[src/rtl/cnt_match_driver_if.sv]
// cnt_match_driver_if: controller handshake, run config/results and match-block pins (C, P_0, Z_in) of the driver
interface cnt_match_driver_if #(parameter int NPULSE_W = 16);
  logic start, abort, Z_in, P_0, busy, done, aborted;
  logic [16:0] cfg_match, C;
  logic [NPULSE_W-1:0] cfg_pulses, hit_count, first_hit;
  modport master (output start, abort, cfg_match, cfg_pulses, Z_in,
                  input P_0, C, busy, done, aborted, hit_count, first_hit);
  modport slave (input start, abort, cfg_match, cfg_pulses, Z_in,
                 output P_0, C, busy, done, aborted, hit_count, first_hit);
endinterface

[src/rtl/cnt_match_driver.sv]
// cnt_match_driver: loads C, settles, pulses P_0 cfg_pulses times sampling Z; ports CK/RST plus bus (start/abort/cfg in, P_0/C/busy/done/aborted/hit_count/first_hit out)
module cnt_match_driver #(
  parameter int SETTLE = 2,
  parameter int NPULSE_W = 16
) (
  input logic CK,
  input logic RST,
  cnt_match_driver_if.slave bus
);
  typedef enum logic [1:0] {IDLE, LOAD, RUN, DONE} state_t;
  state_t state, state_n;
  logic [16:0] c;
  logic [NPULSE_W-1:0] remaining, hit_count, first_hit, run_idx;
  logic [3:0] settle_cnt;
  logic aborted;
  wire accept = state == IDLE && bus.start && !bus.abort;
  always_comb begin
    state_n = state;
    unique case (state)
      IDLE: state_n = accept ? LOAD : IDLE;
      LOAD: state_n = bus.abort ? IDLE :
                      settle_cnt == 4'(SETTLE - 1) ? (remaining != '0 ? RUN : DONE) : LOAD;
      RUN:  state_n = bus.abort ? IDLE : remaining == NPULSE_W'(1) ? DONE : RUN;
      DONE: state_n = IDLE;
      default: state_n = IDLE;
    endcase
  end
  always_ff @(posedge CK or posedge RST) begin
    if (RST) begin
      state <= IDLE;
      c <= '0;
      remaining <= '0;
      hit_count <= '0;
      first_hit <= '1;
      run_idx <= '0;
      settle_cnt <= '0;
      aborted <= 1'b0;
    end else begin
      state <= state_n;
      if (accept) begin
        c <= bus.cfg_match;
        remaining <= bus.cfg_pulses;
        hit_count <= '0;
        first_hit <= '1;
        run_idx <= '0;
        settle_cnt <= '0;
        aborted <= 1'b0;
      end
      if (bus.abort && (state == LOAD || state == RUN)) aborted <= 1'b1;
      if (state == LOAD) settle_cnt <= settle_cnt + 4'd1;
      if (state == RUN && !bus.abort) begin
        if (bus.Z_in && hit_count != '1) hit_count <= hit_count + 1'b1;
        if (bus.Z_in && first_hit == '1) first_hit <= run_idx;
        run_idx <= run_idx + 1'b1;
        remaining <= remaining - 1'b1;
      end
    end
  end
  assign bus.P_0 = state == RUN;
  assign bus.busy = state == LOAD || state == RUN;
  assign bus.done = state == DONE;
  assign bus.C = c;
  assign bus.aborted = aborted;
  assign bus.hit_count = hit_count;
  assign bus.first_hit = first_hit;
endmodule

[src/flat_wrapper.sv]
// flat-port wrapper written by rule: the top's interface ports become plain ports
module cnt_match_driver_flat 
#(
  parameter int SETTLE = 2,
  parameter int NPULSE_W = 16
)
  (CK, RST, bus_start, bus_abort, bus_cfg_match, bus_cfg_pulses, bus_Z_in, bus_P_0, bus_C, bus_busy, bus_done, bus_aborted, bus_hit_count, bus_first_hit);
  cnt_match_driver_if #(.NPULSE_W(NPULSE_W)) bus_i ();
  input logic CK;
  input logic RST;
  input wire logic [$bits(bus_i.start)-1:0] bus_start;
  input wire logic [$bits(bus_i.abort)-1:0] bus_abort;
  input wire logic [$bits(bus_i.cfg_match)-1:0] bus_cfg_match;
  input wire logic [$bits(bus_i.cfg_pulses)-1:0] bus_cfg_pulses;
  input wire logic [$bits(bus_i.Z_in)-1:0] bus_Z_in;
  output wire logic [$bits(bus_i.P_0)-1:0] bus_P_0;
  output wire logic [$bits(bus_i.C)-1:0] bus_C;
  output wire logic [$bits(bus_i.busy)-1:0] bus_busy;
  output wire logic [$bits(bus_i.done)-1:0] bus_done;
  output wire logic [$bits(bus_i.aborted)-1:0] bus_aborted;
  output wire logic [$bits(bus_i.hit_count)-1:0] bus_hit_count;
  output wire logic [$bits(bus_i.first_hit)-1:0] bus_first_hit;
  assign bus_i.start = bus_start;
  assign bus_i.abort = bus_abort;
  assign bus_i.cfg_match = bus_cfg_match;
  assign bus_i.cfg_pulses = bus_cfg_pulses;
  assign bus_i.Z_in = bus_Z_in;
  assign bus_P_0 = bus_i.P_0;
  assign bus_C = bus_i.C;
  assign bus_busy = bus_i.busy;
  assign bus_done = bus_i.done;
  assign bus_aborted = bus_i.aborted;
  assign bus_hit_count = bus_i.hit_count;
  assign bus_first_hit = bus_i.first_hit;
  cnt_match_driver #(.SETTLE(SETTLE), .NPULSE_W(NPULSE_W)) u_core (.CK(CK), .RST(RST), .bus(bus_i));
endmodule
[config.mk]
export PLATFORM = sky130hd
export DESIGN_NAME = cnt_match_driver_flat
export DESIGN_NICKNAME = d
export VERILOG_FILES = /design/src/rtl/cnt_match_driver_if.sv /design/src/rtl/cnt_match_driver.sv /design/src/flat_wrapper.sv
export SDC_FILE = /design/constraint.sdc
export NUM_CORES = 1
export LEC_CHECK = 0
export CAP_MARGIN = 5
export CORE_AREA = 5 5 135 124
export CTS_CLUSTER_DIAMETER = 100
export CTS_CLUSTER_SIZE = 25
export DETAILED_ROUTE_END_ITERATION = 12
export DIE_AREA = 0 0 140 129
export PLACE_DENSITY_LB_ADDON = 0.08
export SYNTH_ARGS = -nofsm -noshare
export SYNTH_HDL_FRONTEND = slang
export SYNTH_SLANG_ARGS = --single-unit
[constraint.sdc]
create_clock -name CK -period 3 [get_ports CK]
set_input_delay 0.45 -clock CK [delete_from_list [all_inputs] [get_ports CK]]
set_output_delay 0.45 -clock CK [all_outputs]
set_load 0.05 [all_outputs]
* Yosys cells after proc, flatten, opt, wreduce, memory -nomap -nowiden *
Cells that the tools add are included.

word-level totals
  output and inout bits = 53
  word-level logic and storage cells = 53
  bits in latches = 0
  memory bits (read-only) = 0
  input bits = 38
  memory bits (writable) = 0
  register bits = 88
  memories kept = 0

operators by class
  equal/unequal tests = 7
  reduce and logical (&&, ||, !) cells = 13
  div/mod/pow operators = 0
  mux-type cells = 21
  multipliers = 0
  bitwise gates (word level) = 0
  magnitude comparators = 0
  $add $sub $neg = 4
  shift-type cells = 0

operators with widths
  kind                     count
  $mux W16                 10
  $add A16 B1 Y16 const B  2
  $eq A16 B1 Y1 const B    1
  $eq A16 B16 Y1 const B   1
  $ne A16 B16 Y1 const B   1
  $reduce_bool A16 Y1      1
  $sub A16 B1 Y16 const B  1
  $mux W4                  2
  $pmux W2 S4              1
  $logic_and A1 B1 Y1      6
  $mux W2                  3
  $reduce_bool A2 Y1       3
  $mux W1                  5
  $add A4 B1 Y4 const B    1
  $eq A2 B2 Y1 const B     2
  $eq A4 B1 Y1 const B     1
  $eq A2 B1 Y1 const B     1
  $logic_not A2 Y1         1
  $logic_not A1 Y1         1
  $logic_or A1 B1 Y1       1

* Longest topological paths before layout *
Gate-level depths: netlist (run 1).

  depth after elaboration = 6
  depth in mapped cells = 9

* Worst setup path after synthesis (run 1) *
No wires, ideal clock.

  path type = register to register
  start = reg u_core.hit_count[0], in the netlist u_core.bus.hit_count[0]
  end = reg u_core.hit_count[15], in the netlist u_core.bus.hit_count[15]
  data arrival time = 2.167 ns
  buffers on the path = 0
  period minus slack after synthesis = 2.291 ns
  slack = 0.709 ns
  cell stages (with the launch flop) = 6
  library setup time = 0.124 ns
  cell sequence = dfrtp_1 -> ha_1 -> nand3_2 -> or4_4 -> and4_1 -> a211o_1

on the way
  longest elaborated chain between the ends = 4
  elaborated cells on any way between the ends = 5
  classes of those cells = 1 x add/sub; 1 x eq/ne; 2 x mux; 1 x reduce/logical

RTL lines
  item                                                     line                    source
  start: declaration                                       cnt_match_driver.sv:13  logic [NPULSE_W-1:0] remaining, hit_count, first_hit, run_idx;
  start signal: assignment                                 cnt_match_driver.sv:52  if (bus.Z_in && hit_count != '1) hit_count <= hit_count + 1'b1;
  branches (longest 2 deep; another with $add A16 B1 Y16)  n/a
  $mux W16 (*)                                             cnt_match_driver.sv:52
  $mux W16 (*)                                             cnt_match_driver.sv:51  if (state == RUN && !bus.abort) begin

Mark *: on every way between the ends.
A chain may end at the register's enable or synchronous reset.

* Worst setup path in the final report (run 1) *
  start = reg u_core.state[0]
  end = out bus_P_0

on the way
  longest elaborated chain between the ends = 1

RTL lines
  item                      line                    source
  start: declaration        cnt_match_driver.sv:11  state_t state, state_n;
  start signal: assignment  cnt_match_driver.sv:39  state <= state_n;
  $eq A2 B2 Y1              cnt_match_driver.sv:59  assign bus.P_0 = state == RUN;
  end: declaration          flat_wrapper.sv:16      output wire logic [$bits(bus_i.P_0)-1:0] bus_P_0;

No other way between the ends.

==> metrics.cfg, run 1 <==
[logic_synthesis]
ys.flop_type=dfrtp_1
ys_ff_latch=88
syn_inst=460
synth_edf_count=0
synth_fp_nets=509
synth_seq_area_share=0.5023
syn_avg_cell_area_um2=9.618
netlist_area_mm2=0.004424
synth_cell_types=56
ys_warn_count=0
async_flop_share=1.000

[timing]
setup_tns_ns=0
min_period_over_period=0.8846
rsz0062_at_grt=no
worst_slew_margin_rel=0.4377
hold_violations=0
skew_ns=0.008502
setup_viol=0
setup_ws_ns=0.3463
fmax_mhz=376.8
final-max-slew-violation-count=0
period_needed_ns=2.654
hold_slack_ns=0.4745
max_slew.worst_pin.slew_ns=0.8347

[pwr]
clockPowerShare=0.365
p_int_w=0.002112
netSwitchingFraction=0.3066
power_switching_w=0.0009337
p_per_area_mw_per_mm2=519.4
p_seq_frac=0.449
p_leak_nw=2.487
combPwrFrac=0.186
vdd_drop_max_mv=0.2529

[routing]
wl_mm=12.71
ant_nets=0
viasPerCell=5.155
drtIter0Drc=221
wl_per_cell_um=16.81
drc=0
drt_pass1_iterations=5
vias=3897

[global_routing]
antenna_found_initial=0
grt_usage=0.1441
grt_pass1_vias=3885
grt_overflow=0
grt_max_degree=58
grt_first_pass_wirelength_mm=21.06

[cells_and_area]
synthToLayoutAreaGrowth_pct=32.52
nFillCells=1557
drive_gt1_frac=0.1065
finalInstanceArea_mm2=0.005863
diodes=0
final_nets=598

[floorplanning]
ios=91
start_util=0.2916
core_area_mm2=0.01517
num_rows=43
die-area_mm2=0.01806
die_x_um=140
die_height_um=129

[cts]
cts_tree=built
clock-sinks=88
clock_latency_ns=0.35
htree_levels=3
clockBufferDepth=2
path_clk_slew_ns=0.07
cts_resized=0
numCtsBuffers=9
cts_root_buffer=clkbuf_16
ctsHoldBuffers=0
post_cts_buffers=0

[setup_path]
critPathRequiredTime_ns=2.55
critical_path_class=flop to output port
critPathLaunchType=flop
crit_path_max_fanout=13
endpoint_kind=output port
critPathArrivalTime_ns=2.20

[placed_design]
io_buffers=90
gp_congestion=0.7409
dp_slack_ns=0.3721
hpwlAfterDp_mm=8.884
dpl_cell_area_mm2=0.005575

[worst_hold_path]
hold_class=flop to flop

[status]
outcome=finished clean

[job]
timing.max_cap.violations=0

-- final cells by class --
| class | instances | area [um^2] | area share |
|---|---|---|---|
| clock buffers | 10 | 250.2 | 0.04268 |
| clock inverters | 6 | 37.54 | 0.006402 |
| inverters | 11 | 42.54 | 0.007256 |
| multi-input cells | 337 | 2067 | 0.3525 |
| flip-flops and latches | 88 | 2222 | 0.3790 |
| well taps | 202 | 252.7 | 0.04311 |
| repair buffers | 102 | 991.0 | 0.1690 |
-- registers in the layout (all words and copies together), names as in the netlist --
signal,cells
u_core.bus.C,17
u_core.bus.aborted,1
u_core.bus.first_hit,16
u_core.bus.hit_count,16
u_core.remaining,16
u_core.run_idx,16
u_core.settle_cnt,4
u_core.state,2
-- cells in the mapped netlist, types with 4 or more instances --
cell type,n,share of area
a21oi_1,9,0.010
a221o_1,6,0.014
a31oi_1,9,0.013
and4_1,5,0.0099
clkbuf_1,18,0.015
dfrtp_1,72,0.41
dfstp_2,16,0.095
ha_1,11,0.031
inv_1,11,0.0093
mux2i_1,8,0.018
nand2_1,96,0.081
nand3_1,23,0.026
nand4_1,18,0.025
nor2_1,23,0.020
nor3_1,11,0.012
o211ai_1,8,0.014
o21ai_0,22,0.025
o22a_1,16,0.032
o311ai_0,4,0.0079
or3_1,4,0.0057
or4_1,6,0.010
-- power by group through the flow --
stage / Sequential [W] / Combinational (W) / Clock [W]
6_report: 0.00137 / 0.000565 / 0.00111
5_1_grt: 0.00138 / 0.000613 / 0.00121
4_1_cts: 0.00137 / 0.000576 / 0.00116
3_5_place_dp: 0.00139 / 0.000574 / 0
3_3_place_gp: 0.00138 / 0.000568 / 0
2_1_floorplan: 0.00152 / 0.000208 / 0
-- metrics by stage --
stage / instances / util / power (W)
4_1_cts: 756 / 0.3864 / 0.003104
6_report: 756 / 0.3864 / 0.003045
2_1_floorplan: 460 / - / 0.001731
5_1_grt: 756 / 0.3864 / 0.003200
3_3_place_gp: 740 / 0.3675 / 0.001951
3_5_place_dp: 740 / 0.3675 / 0.001961
-- cell families after synthesis --
logic type | synth area share
AOI/OAI and AO/OA | 0.1618
xor gates and xnor gates | 0.007920
adders and majority gates | 0.03111
buffers and inverters | 0.03054
DFF | 0.5023
muxes | 0.02319
and+or+nand+nor | 0.2432
-- placed cells by master (no fill, tap or decap), types with 12 or more instances in the layout --
master            n
dfrtp_1          72
nand3_1          23
o21ai_0          22
o22a_1           16
clkdlybuf4s50_1  90
dfstp_2          16
nand2_1          96
nor2_1           23
buf_4            12
nand4_1          18
-- critical path: stages, from the launching register on --
cell	delay (ns)
dfrtp_1	0.40
inv_1	0.09
ha_1	0.44
clkdlybuf4s50_1	0.91
-- per-layer routing --
| metal | global-route usage | vias up | routed length (um) |
|---|---|---|---|
| met5 | 0 | - | 0 |
| met4 | 0.03248 | 0 | 118 |
| met3 | 0.04311 | 9 | 615 |
| met2 | 0.2328 | 95 | 6050 |
| met1 | 0.1925 | 1925 | 5921 |
| li1 | - | 1868 | - |
-- final timing paths --
path	from	slack, ns	endpoint	depth (start not counted)
worst max-delay path	u_core.state[0]$_DFF_PP0_	0.35	bus_P_0	3
worst min-delay path	u_core.bus.C[7]$_DFFE_PP0P_	0.47	u_core.bus.C[7]$_DFFE_PP0P_	2
worst max register to register	u_core.state[0]$_DFF_PP0_	0.59	u_core.bus.first_hit[15]$_DFF_PP1_	5
worst min register to register	u_core.bus.C[7]$_DFFE_PP0P_	0.47	u_core.bus.C[7]$_DFFE_PP0P_	2
max in group asynchronous	RST	1.82	u_core.run_idx[10]$_DFFE_PP0P_	3
min in group asynchronous	RST	0.52	u_core.bus.C[8]$_DFFE_PP0P_	3
No activity file was read; power rests on OpenSTA's default activity.
==> run 2, diff against run 1 <==
--- a/config.mk
+++ b/config.mk
@@ -5,12 +5,12 @@
 export SDC_FILE = /design/constraint.sdc
 export NUM_CORES = 1
 export LEC_CHECK = 0
-export CAP_MARGIN = 5
-export CORE_AREA = 5 5 135 124
+export ABC_AREA = 1
+export CORE_AREA = 5 5 110 102
 export CTS_CLUSTER_DIAMETER = 100
 export CTS_CLUSTER_SIZE = 25
 export DETAILED_ROUTE_END_ITERATION = 12
-export DIE_AREA = 0 0 140 129
+export DIE_AREA = 0 0 115 107
 export PLACE_DENSITY_LB_ADDON = 0.08
 export SYNTH_ARGS = -nofsm -noshare
 export SYNTH_HDL_FRONTEND = slang
==> run 2 against run 1 <==
Effect of this change: synthesized cell count is 40% higher; synthesized area is 8.7% higher; die area fell by 32%; register-to-register slack better by 0.14 ns; utilization up 22 points; wire length down 6.4%; critical path type unchanged; cell count increased by 15%; total power shrank 1.1%; hold slack worse by 0.012 ns; setup slack better by 0.18 ns; critical path depth unchanged; clock power fell by 24%.
==> metrics.cfg, run 2 <==
[routing]
wl_per_cell_um=13.66  ; -19%
vias=4436  ; +14%
drtIter0Drc=306  ; +38%
wl_mm=11.90  ; -6.4%
ant_nets=0  ; unchanged
drt_pass1_iterations=4  ; -1
viasPerCell=5.093  ; -1.2%
drc=0  ; unchanged

[floorplanning]
die_x_um=115  ; -18%
start_util=0.4816  ; +0.1900
core_area_mm2=0.009985  ; -34%
num_rows=35  ; -19%
die-area_mm2=0.01231  ; -32%
ios=91  ; unchanged
die_height_um=107  ; -17%

[logic_synthesis]
ys.flop_type=dfrtp_1
synth_area_leaders=dfrtp_1, nand2_1, dfstp_2
async_flop_share=1.000  ; unchanged
syn_inst=646  ; +40%
netlist_area_mm2=0.004808  ; +8.7%
yosysMostFrequentCell=nand2_1
synth_common_cells=nand2_1, nor2_1, dfrtp_1
synth_cell_types=35  ; -38%
synth_edf_count=0  ; unchanged
synth_top_area_frac=0.3747  ; -0.03253
ys_ff_latch=88  ; unchanged
syn_avg_cell_area_um2=7.443  ; -23%
synth_fp_nets=695  ; +37%
synth_top_area_cell=dfrtp_1
ys_warn_count=0  ; unchanged
synth_seq_area_share=0.4621  ; -0.04012

[cts]
cts_root_buffer=clkbuf_8
cts_resized=0  ; unchanged
ctsHoldBuffers=0  ; unchanged
path_clk_slew_ns=0.08  ; about the same
clockBufferDepth=2  ; unchanged
clock_latency_ns=0.36  ; about the same
clock-sinks=88  ; unchanged
post_cts_buffers=0  ; unchanged
cts_tree=built
numCtsBuffers=9  ; unchanged
htree_levels=3  ; unchanged

[timing]
fmax_mhz=404.0  ; +7.2%
setup_tns_ns=0  ; unchanged
setup_viol=0  ; unchanged
max_slew.worst_pin.slew_ns=0.6455  ; -0.1892 ns
skew_ns=0.008847  ; +0.0003451 ns
hold_violations=0  ; unchanged
period_needed_ns=2.475  ; -0.1787 ns
rsz0062_at_grt=no
worst_slew_margin_rel=0.5686  ; +0.1309
min_period_over_period=0.8250  ; -0.05958
final-max-slew-violation-count=0  ; unchanged

[cells_and_area]
final_cells=871  ; +15%
largest_reg_flops=17  ; unchanged
fin_util=0.6050  ; +0.2186
synthToLayoutAreaGrowth_pct=25.63
drive_gt1_frac=0.08356  ; -0.02294
nFillCells=948  ; -39%
final_common_cell=nand2_1
finalInstanceArea_mm2=0.006041  ; +3.0%
final_cell_mix=nand2_1, clkdlybuf4s50_1, nor2_1, dfrtp_1, inv_1
diodes=0  ; unchanged
final_nets=786  ; +31%

[placed_design]
dp.cells=855  ; +16%
gp_congestion=0.8429  ; +14%
io_buffers=90  ; unchanged
dpl_cell_area_mm2=0.005842  ; +4.8%
hpwlAfterDp_mm=8.692  ; -2.2%

[global_routing]
antenna_found_initial=0  ; unchanged
grt_usage=0.2019  ; +0.05781
grt_first_pass_wirelength_mm=20.13  ; -4.4%
grt_pass1_vias=4284  ; +10%
grt_max_degree=56  ; -3.4%
grt_overflow=0  ; unchanged

[pwr]
p_per_area_mw_per_mm2=498.7  ; -4.0%
vdd_drop_max_mv=0.3270  ; +29%
p_leak_nw=2.827  ; +14%

[setup_path]
critPathRequiredTime_ns=2.55  ; about the same
crit_path_max_fanout=5  ; -8
critPathLaunchType=flop
reg2regPathDepth=7  ; +2
critPathArrivalTime_ns=2.02  ; -0.18 ns
endpoint_kind=output port
critical_path_class=flop to output port

[worst_hold_path]
hold_class=input pin to asynchronous set/reset pin

[status]
outcome=finished clean

[job]
timing.max_cap.violations=0  ; unchanged

==> run 2: metal layers <==
| metal | part of all wire | global-route usage |
|---|---|---|
| met1 | 0.46 | 0.2744 |
| met2 | 0.47 | 0.3215 |
| met3 | 0.056 | 0.04740 |
| met4 | 0.015 | 0.05784 |
| met5 | 0 | 0 |
==> run 2: worst paths after layout <==
kind | to | from | slack, ns
worst max-delay path | bus_P_0 | u_core.state[0]$_DFF_PP0_ | 0.53
worst min-delay path | u_core.bus.aborted$_DFFE_PP0P_ | RST | 0.46
worst max register to register | u_core.bus.first_hit[15]$_DFF_PP1_ | u_core.state[0]$_DFF_PP0_ | 0.73
worst min register to register | u_core.bus.C[16]$_DFFE_PP0P_ | u_core.bus.C[16]$_DFFE_PP0P_ | 0.49
max in group asynchronous | u_core.bus.first_hit[5]$_DFF_PP1_ | RST | 1.79
min in group CK | u_core.bus.C[16]$_DFFE_PP0P_ | u_core.bus.C[16]$_DFFE_PP0P_ | 0.49
==> run 2: metrics by stage <==
step	worst slack, ns	hold WS, ns	power [W]
after floorplan	0.2979	0.4707	0.001928
after global placement	0.5801	0.4615	0.002173
final	0.5250	0.4622	0.003013
after detailed placement	0.5009	0.4658	0.002190
after CTS	0.5140	0.4800	0.003041
after global routing	0.4787	0.5042	0.003166
==> run 2: cell families (layout without fill, tap and decap cells) <==
| group | Yosys count | after routing | synth area share |
|---|---|---|---|
| DFF | 88 | 88 | 0.4621 |
| buffers and inverters | 91 | 187 | 0.07754 |
| xor gates and xnor gates | 5 | 5 | 0.009109 |
| adders and majority gates | 11 | 11 | 0.02862 |
| AOI/OAI and AO/OA | 66 | 66 | 0.07885 |
| and+or+nand+nor | 385 | 385 | 0.3437 |
==> run 2: report_power, final <==
| part | total, W | internal, W | switching (W) | leakage (nW) |
|---|---|---|---|---|
| Clock | 0.000844 | 0.000429 | 0.000415 | 0.103 |
| Sequential | 0.00140 | 0.00131 | 0.0000931 | 1.12 |
| Combinational | 0.000765 | 0.000272 | 0.000493 | 1.61 |
==> run 2: critical path: stages (launching register included) <==
cell,delay (ns)
dfrtp_1,0.41
inv_1,0.09
ha_1,0.30
clkdlybuf4s50_1,0.86
==> run 2: area by class of cell <==
type	instances	area, um^2	area share
Sequential cell	88	2222	0.3679
Multi-Input combinational cell	467	2213	0.3664
Timing Repair Buffer	97	965.9	0.1599
Inverter	74	279.0	0.04619
Tap cell	129	161.4	0.02672
Clock buffer	13	158.9	0.02630
Clock inverter	3	40.04	0.006628
